File: src/rtl/i_wr_addr_gen.sv
// Raster-order SRAM write address generator.
// Walks col/row over a latched W x H frame and produces the matching SRAM
// address. The row-start address is advanced by row_stride on every row wrap,
// so no multiplier is needed. All outputs are registered.
module i_wr_addr_gen #(
    parameter int unsigned DIM_W    = 13,
    parameter int unsigned ADDR_W   = 20,
    parameter int unsigned PX_BYTES = 1
) (
    input  logic              clk,
    input  logic              rst,
    input  logic              clear,
    input  logic              start,
    input  logic              step,
    input  logic [DIM_W-1:0]  img_width,
    input  logic [DIM_W-1:0]  img_height,
    input  logic [ADDR_W-1:0] base_addr,
    input  logic [ADDR_W-1:0] row_stride,
    output logic [DIM_W-1:0]  col,
    output logic [DIM_W-1:0]  row,
    output logic [ADDR_W-1:0] addr,
    output logic              busy,
    output logic              eol,
    output logic              eof,
    output logic              cfg_err
);

    typedef enum logic [1:0] {IDLE, RUN, DONE} state_t;

    state_t            state, state_n;
    logic [DIM_W-1:0]  cfg_w, cfg_w_n, cfg_h, cfg_h_n;
    logic [ADDR_W-1:0] cfg_base, cfg_base_n, cfg_stride, cfg_stride_n;
    logic [ADDR_W-1:0] row_start, row_start_n;
    logic [DIM_W-1:0]  col_n, row_n;
    logic [ADDR_W-1:0] addr_n;
    logic              busy_n, eol_n, eof_n, cfg_err_n;
    logic              cfg_ok;

    assign cfg_ok = (img_width != '0) && (img_height != '0);

    // State and output registers; async reset clears everything including config.
    always_ff @(posedge clk or posedge rst) begin
        if (rst) begin
            state      <= IDLE;
            cfg_w      <= '0;
            cfg_h      <= '0;
            cfg_base   <= '0;
            cfg_stride <= '0;
            row_start  <= '0;
            col        <= '0;
            row        <= '0;
            addr       <= '0;
            busy       <= 1'b0;
            eol        <= 1'b0;
            eof        <= 1'b0;
            cfg_err    <= 1'b0;
        end else begin
            state      <= state_n;
            cfg_w      <= cfg_w_n;
            cfg_h      <= cfg_h_n;
            cfg_base   <= cfg_base_n;
            cfg_stride <= cfg_stride_n;
            row_start  <= row_start_n;
            col        <= col_n;
            row        <= row_n;
            addr       <= addr_n;
            busy       <= busy_n;
            eol        <= eol_n;
            eof        <= eof_n;
            cfg_err    <= cfg_err_n;
        end
    end

    // Next-state and next-output logic; priority is clear > start > step.
    always_comb begin
        state_n      = state;
        cfg_w_n      = cfg_w;
        cfg_h_n      = cfg_h;
        cfg_base_n   = cfg_base;
        cfg_stride_n = cfg_stride;
        row_start_n  = row_start;
        col_n        = col;
        row_n        = row;
        addr_n       = addr;
        eol_n        = eol;
        eof_n        = eof;
        cfg_err_n    = 1'b0;

        if (clear) begin
            state_n     = IDLE;
            row_start_n = '0;
            col_n       = '0;
            row_n       = '0;
            addr_n      = '0;
            eol_n       = 1'b0;
            eof_n       = 1'b0;
        end else begin
            unique case (state)
                IDLE, DONE: begin
                    if (start) begin
                        if (cfg_ok) begin
                            state_n      = RUN;
                            cfg_w_n      = img_width;
                            cfg_h_n      = img_height;
                            cfg_base_n   = base_addr;
                            cfg_stride_n = row_stride;
                            row_start_n  = base_addr;
                            col_n        = '0;
                            row_n        = '0;
                            addr_n       = base_addr;
                            eol_n        = 1'b0;
                            eof_n        = 1'b0;
                        end else begin
                            cfg_err_n = 1'b1;
                        end
                    end
                end
                RUN: begin
                    if (step) begin
                        if (col != cfg_w - DIM_W'(1)) begin
                            col_n  = col + DIM_W'(1);
                            addr_n = addr + ADDR_W'(PX_BYTES);
                            eol_n  = 1'b0;
                        end else if (row != cfg_h - DIM_W'(1)) begin
                            col_n       = '0;
                            row_n       = row + DIM_W'(1);
                            row_start_n = row_start + cfg_stride;
                            addr_n      = row_start + cfg_stride;
                            eol_n       = 1'b1;
                        end else begin
                            state_n     = DONE;
                            col_n       = '0;
                            row_n       = '0;
                            row_start_n = cfg_base;
                            addr_n      = cfg_base;
                            eol_n       = 1'b1;
                            eof_n       = 1'b1;
                        end
                    end
                end
                default: state_n = IDLE;
            endcase
        end

        busy_n = (state_n == RUN);
    end

endmodule
File: config.mk
export PLATFORM = sky130hd
export DESIGN_NAME = i_wr_addr_gen
export DESIGN_NICKNAME = d
export VERILOG_FILES = /design/src/rtl/i_wr_addr_gen.sv
export SDC_FILE = /design/constraint.sdc
export NUM_CORES = 1
export LEC_CHECK = 0
export ABC_AREA = 1
export BUFFER_PORTS_ARGS = -buffer_cell sky130_fd_sc_hd__buf_2
export CAP_MARGIN = 0
export CORE_UTILIZATION = 50
export DETAILED_ROUTE_END_ITERATION = 10
export PLACE_DENSITY = 0.7
export SKIP_CTS_REPAIR_TIMING = 1
export SYNTH_ARGS = -nofsm -noshare
export SYNTH_HDL_FRONTEND = slang
export SYNTH_SLANG_ARGS = --single-unit
File: constraint.sdc
create_clock -name clk -period 5.54 [get_ports clk]
set_input_delay 0.831 -clock clk [delete_from_list [all_inputs] [get_ports clk]]
set_output_delay 0.831 -clock clk [all_outputs]
set_load 0.02 [all_outputs]
# [Word level (Yosys, flattened, before mapping)]
# Index checks and enable logic that the tools add are counted.
[word_totals] register_bits=138 output_inout_bits=50 input_bits=71 word_cells=84
[op_classes] addsub=6 n_eq_ne=10 n_reduce_logical=10 bitwise_logic=1 mux=44
[op_table] operator="20-bit two-way mux" n=9
[op_table] operator="13-bit two-way mux" n=9
[op_table] operator="20-bit case mux with 2 select lines" n=2
[op_table] operator="13-bit case mux with 2 select lines" n=2
[op_table] operator="13-bit by 1-bit adder with 13-bit output (second input constant)" n=2
[op_table] operator="13-bit inequality test" n=2
[op_table] operator="13-bit nonzero test" n=2
[op_table] operator="13-bit by 1-bit subtractor with 13-bit output (second input constant)" n=2
[op_table] operator="20-bit by 1-bit adder with 20-bit output (second input constant)" n=1
[op_table] operator="20-bit adder" n=1
[op_table] operator="3-bit inequality test (second input constant)" n=5
[op_table] operator="1-bit two-way mux" n=13
[op_table] operator="2-bit two-way mux" n=6
[op_table] operator="4-bit AND reduction" n=2
[op_table] operator="6-bit AND reduction" n=1
[op_table] operator="5-bit AND reduction" n=1
[op_table] operator="2-bit by 1-bit == test with 1-bit output (second input constant)" n=2
[op_table] operator="1-bit case mux with 2 select lines" n=2
[op_table] operator="2-bit case mux with 2 select lines" n=1
[op_table] operator="3-bit nonzero test" n=1
[op_table] operator="2-bit == test (second input constant)" n=1
[op_table] operator="2-bit zero test" n=1
[op_table] operator="2-bit OR reduction" n=1
[op_table] operator="1-bit logical AND" n=1
[op_table] operator="1-bit inverter" n=1

# [Longest topological paths before layout]
[depth] ltp_word=8 depth_mapped=19 ltp_nobuf=18

# [Worst setup path before layout]
# No wires, ideal clock.
[synth_path] path_kind="input to register" startpoint="in img_width[7]" endpoint="reg row_start[0]" t_required_ns=5.475 path_slack_ns=3.323 path_buffers=2 arrival_time_ns=2.152 stages=11 setup_ns=0.065 cell_sequence="nor4_1 > nand3_1 > nand2_1 > nand2_1 > nand2_2 > inv_2 > nand2_1 > buf_4 > buf_2 > nand2_1 > nand2_1"
[synth_via] elab_chain_len=4
[synth_lines] item="start: declaration" line_no="15" source="input logic [DIM_W-1:0] img_width,"
[synth_lines] item="13-bit nonzero test" line_no="39" source="assign cfg_ok = (img_width != '0) && (img_height != '0);"
[synth_lines] item="1-bit logical AND" line_no="39"
[synth_lines] item="3-bit inequality test (no line)"
[synth_lines] item="5-bit AND reduction (no line)"
[synth_lines] item="end signal: assignment" line_no="63" source="row_start <= row_start_n;"
[synth_lines] item="end: declaration" line_no="33" source="logic [ADDR_W-1:0] row_start, row_start_n;"
# No other way between the ends.
# A chain may end at the register's enable or synchronous reset.

# [Worst setup path after layout]
[layout_path] startpoint="reg state[0]" endpoint="reg row[2]"
[layout_via] elab_chain_len=4 word_cells_on_any_way=12 cone_classes="6 x eq/ne; 2 x mux; 4 x reduce/logical"
[layout_lines] item="start: declaration" line_no="30" source="state_t state, state_n;"
[layout_lines] item="start signal: assignment" line_no="58" source="state <= state_n;"
[layout_lines] item="2-bit == test / 2-bit zero test (equally long branches)" line_no="98" source="unique case (state)"
[layout_lines] item="2-bit OR reduction" line_no="98"
[layout_lines] item="3-bit inequality test (no line) (tied with other cells)"
[layout_lines] item="5-bit AND reduction (no line) / 13-bit two-way mux (equally long branches)"
[layout_lines] item="end signal: assignment" line_no="65" source="row <= row_n;"
[layout_lines] item="end: declaration" line_no="20" source="output logic [DIM_W-1:0] row,"
# Several ways; a longest one is shown, not always the timed one.

==> results_tabular.tex <==
\begin{tabular}{lr}
\hline
Metric & Value \\
\hline
\multicolumn{2}{l}{\textbf{Synthesis}} \\
\quad Syn\_nets & 1483 \\
\quad Post-synthesis register bit count & 138 \\
\quad Register area share after synthesis & 0.363 \\
\quad Largest area contributor in the synthesized netlist & dfrtp\_1 \\
\quad Post-synthesis cell area & 0.00952 mm² \\
\quad Biggest area contributors in the synthesized netlist & dfrtp\_1, nand2\_1, inv\_1 \\
\quad Area share of the leading cell type in the synthesized netlist & 0.363 \\
\quad Count of warnings emitted by yosys & 0 \\
\quad FFs w/ async S/R, synth & 1.00 \\
\quad Most used DFF post-synth & dfrtp\_1 \\
\quad Synthesized area divided by synthesized cell count & 6.86 µm² \\
\quad Post-synthesis cell type count & 36 \\
\quad Number of enable-type register cells in the synthesized netlist & 0 \\
\quad Number of instances in the synthesized netlist & 1387 \\
\multicolumn{2}{l}{\textbf{Die}} \\
\quad Placement row count & 50 \\
\quad Die Area & 0.0196 mm² \\
\quad Top-level I/O count & 121 \\
\quad CORE AREA & 0.0187 mm² \\
\quad Die extent in y & 140 µm \\
\quad Die width & 140 µm \\
\quad Effective utilization at floorplan & 0.509 \\
\multicolumn{2}{l}{\textbf{Drt}} \\
\quad First-pass DRT Iterations & 6 \\
\quad Drt total wl & 26.0 mm \\
\quad Vias per cell & 5.37 \\
\quad Routed WL per cell & 15.0 µm \\
\quad DRC Markers & 0 \\
\quad Violation count after the first detailed-route iteration & 711 \\
\quad Via count of the routed design & 9313 \\
\quad Remaining antenna violation count after routing & 0 \\
\multicolumn{2}{l}{\textbf{Pwr}} \\
\quad Switch share & 0.379 \\
\quad Sw power & 1.33 mW \\
\quad Fraction of power consumed by combinational cells & 0.327 \\
\quad Power Dens Cells & 325 mW/mm² \\
\quad Clk network pwr share & 0.307 \\
\quad VDD IR max & 0.245 mV \\
\quad Static leakage & 5.66 nW \\
\quad Cell internal pwr & 2.18 mW \\
\quad Sequential fraction of design power & 0.366 \\
\multicolumn{2}{l}{\textbf{Timing}} \\
\quad RSZ-0062 raised after global routing & false \\
\quad Setup violation total in the final timing report & 0 \\
\quad Slew at the pin closest to its max-slew limit & 1000 ps \\
\quad Post-Route Setup TNS & 0 ps \\
\quad Final critical-path required period & 3810 ps \\
\quad Final number of hold-violating endpoints & 0 \\
\quad Final slew viol count & 0 \\
\quad Fin Clk Skew & 13.5 ps \\
\quad Fraction of the cycle the final worst path needs & 0.688 \\
\quad Relative max-transition margin & 0.330 \\
\quad Fmax & 262 MHz \\
\multicolumn{2}{l}{\textbf{Placed design}} \\
\quad Port Buf Inserts & 120 \\
\quad Area after DPL & 0.0102 mm² \\
\quad Number of placed instances with taps included & 1701 \\
\quad Placer Congestion & 0.870 \\
\quad Half-perimeter wire length after detailed placement & 19.3 mm \\
\multicolumn{2}{l}{\textbf{CTS}} \\
\quad Clock edge transition at the registers on the reported setup and hold paths & 60 ps \\
\quad Number of buffers added by the clock tree synthesis step & 17 \\
\quad Depth of the CTS H-tree & 4 \\
\quad Num Clock Sinks & 138 \\
\quad Maximum buffer depth of the clock tree & 2 \\
\quad CTS Root Cell & clkbuf\_16 \\
\quad CTS tree & yes \\
\quad Clock latency reported for the late side of the worst-skew pair & 440 ps \\
\multicolumn{2}{l}{\textbf{Global routing}} \\
\quad Global-route wire length before repair & 42.7 mm \\
\quad Number of antenna violations at the first check in global routing & 1 \\
\quad Vias in the first global route & 8686 \\
\quad Grt ovf & 0 \\
\quad Largest net degree at the start of global routing & 89 \\
\quad Overall global routing resource usage & 0.275 \\
\multicolumn{2}{l}{\textbf{Layout}} \\
\quad Number of nets in the layout & 1582 \\
\quad Layout area overhead & 13.3\% \\
\quad Total non-filler cell area in the finished layout & 0.0108 mm² \\
\quad Leading cell type in the layout, fill and taps excluded & nand2\_1 \\
\quad Post-route insts no fill & 1733 \\
\quad Commonest non-fill, non-tap cells in the layout & nand2\_1, inv\_1, nor2\_1, dfrtp\_1, buf\_2 \\
\quad Layout fillers & 1843 \\
\quad Proportion of layout cells with a drive suffix above 1 & 0.134 \\
\multicolumn{2}{l}{\textbf{Outcome}} \\
\quad Result of the run & finished, final reports clean \\
\multicolumn{2}{l}{\textbf{Setup path}} \\
\quad CP Capture Type & register \\
\quad Arrival time worst endpoint & 4100 ps \\
\quad Crit start category & register \\
\quad Critical Setup Path Class & reg2reg \\
\quad Largest fanout of any net on the critical path & 47 \\
\quad Required time of the worst setup path & 5830 ps \\
\multicolumn{2}{l}{\textbf{Flow run}} \\
\quad Max capacitance violation total & 0 \\
\multicolumn{2}{l}{\textbf{Hold path}} \\
\quad Hold WC Path Type & reg2reg \\
\hline
\end{tabular}
==> path summary, 6_finish.rpt <==
check / slack, ps / startpoint / end / cells past startpoint
setup / recovery: 1730 / state[0] / row[2] / 10
hold / removal: 480 / cfg_base[4] / cfg_base[4] / 2
setup reg to reg: 1730 / state[0] / row[2] / 10
hold reg to reg: 480 / cfg_base[4] / cfg_base[4] / 2
max in group asynchronous: 3720 / rst / row_start[4] / 3
min in group asynchronous: 540 / rst / row[4] / 2
==> cell usage after synthesis (2+ instances only) <==
cell type,n
nand4_1,50
inv_2,2
nand3_1,100
nor2_1,151
xor2_1,40
nor2_4,5
buf_6,2
nand2_2,4
dfrtp_1,138
nor3_1,19
o21ai_1,12
a21o_1,3
o21ai_0,63
clkbuf_1,21
buf_2,15
o22ai_1,8
a21oi_1,35
mux2_2,25
buf_4,6
inv_1,164
nand2_1,443
xnor2_1,20
or2_1,2
o21bai_1,3
nor4_1,8
and2_1,3
nor2_2,6
nand3b_1,8
ha_1,24
==> critical path: stages, from the launching register on <==
cell and delay [ps]:
dfrtp_1 380, inv_1 100, nor2_4 630, nand2_2 490, o22ai_1 310, a31oi_1 100
nand2_2 690, inv_2 250, nand2_1 140, buf_4 400, o21ai_0 170
==> power by group through the flow <==
| stage | logic, mW | registers (mW) | clock network [mW] |
|---|---|---|---|
| 2_1_floorplan | 0.835 | 1.28 | 0 |
| 3_3_place_gp | 1.12 | 1.30 | 0 |
| 3_5_place_dp | 1.14 | 1.30 | 0 |
| 4_1_cts | 1.15 | 1.28 | 1.09 |
| 5_1_grt | 1.29 | 1.30 | 1.14 |
| 6_report | 1.15 | 1.28 | 1.08 |
==> routing by layer <==
layer,GRT usage,wire (µm),vias to the layer above
met5,0,12,-
met4,0.102,635,2
met3,0.0369,1350,50
met2,0.474,12800,294
met1,0.351,11200,4336
li1,-,-,4631
==> per-stage QoR <==
stage,hold slack (ps),utilization,total power [mW],setup WS (ps)
floorplan,453,-,2.11,1010
global placement,467,0.547,2.42,1800
detailed placement,473,0.547,2.44,1720
CTS,487,0.577,3.52,1790
global route,504,0.577,3.73,1350
finish,485,0.577,3.50,1730
==> state kept, by name (all words and copies together), names as in the netlist, 2 cells and up <==
| name | cells |
|---|---|
| cfg_stride | 20 |
| cfg_h | 13 |
| col | 13 |
| state | 2 |
| row | 13 |
| cfg_base | 20 |
| addr | 20 |
| row_start | 20 |
| cfg_w | 13 |
==> layout make-up <==
class,instances,area [µm²],share of cell area
inverters,166,628,0.0582
flip-flops and latches,138,3450,0.320
diodes,1,2.50,0.000232
well taps,234,293,0.0271
multi-input cells,1038,5230,0.485
repair buffers,125,638,0.0592
clock inverters,12,103,0.00951
clock buffers,19,443,0.0411
==> cells by family (layout without fill, tap and decap cells) <==
logic type	Yosys count	count (layout)	share of synthesized area
AND/OR/NAND/NOR	801	801	0.360
buffers and inverters	211	322	0.0891
flip-flops	138	138	0.363
AO/OA/AOI/OAI	127	127	0.0702
XOR/XNOR	60	60	0.0552
adder cells (fa/ha/maj)	25	25	0.0336
multiplexers	25	25	0.0296
other	0	1	0
Power figures use the tool's default switching activity.
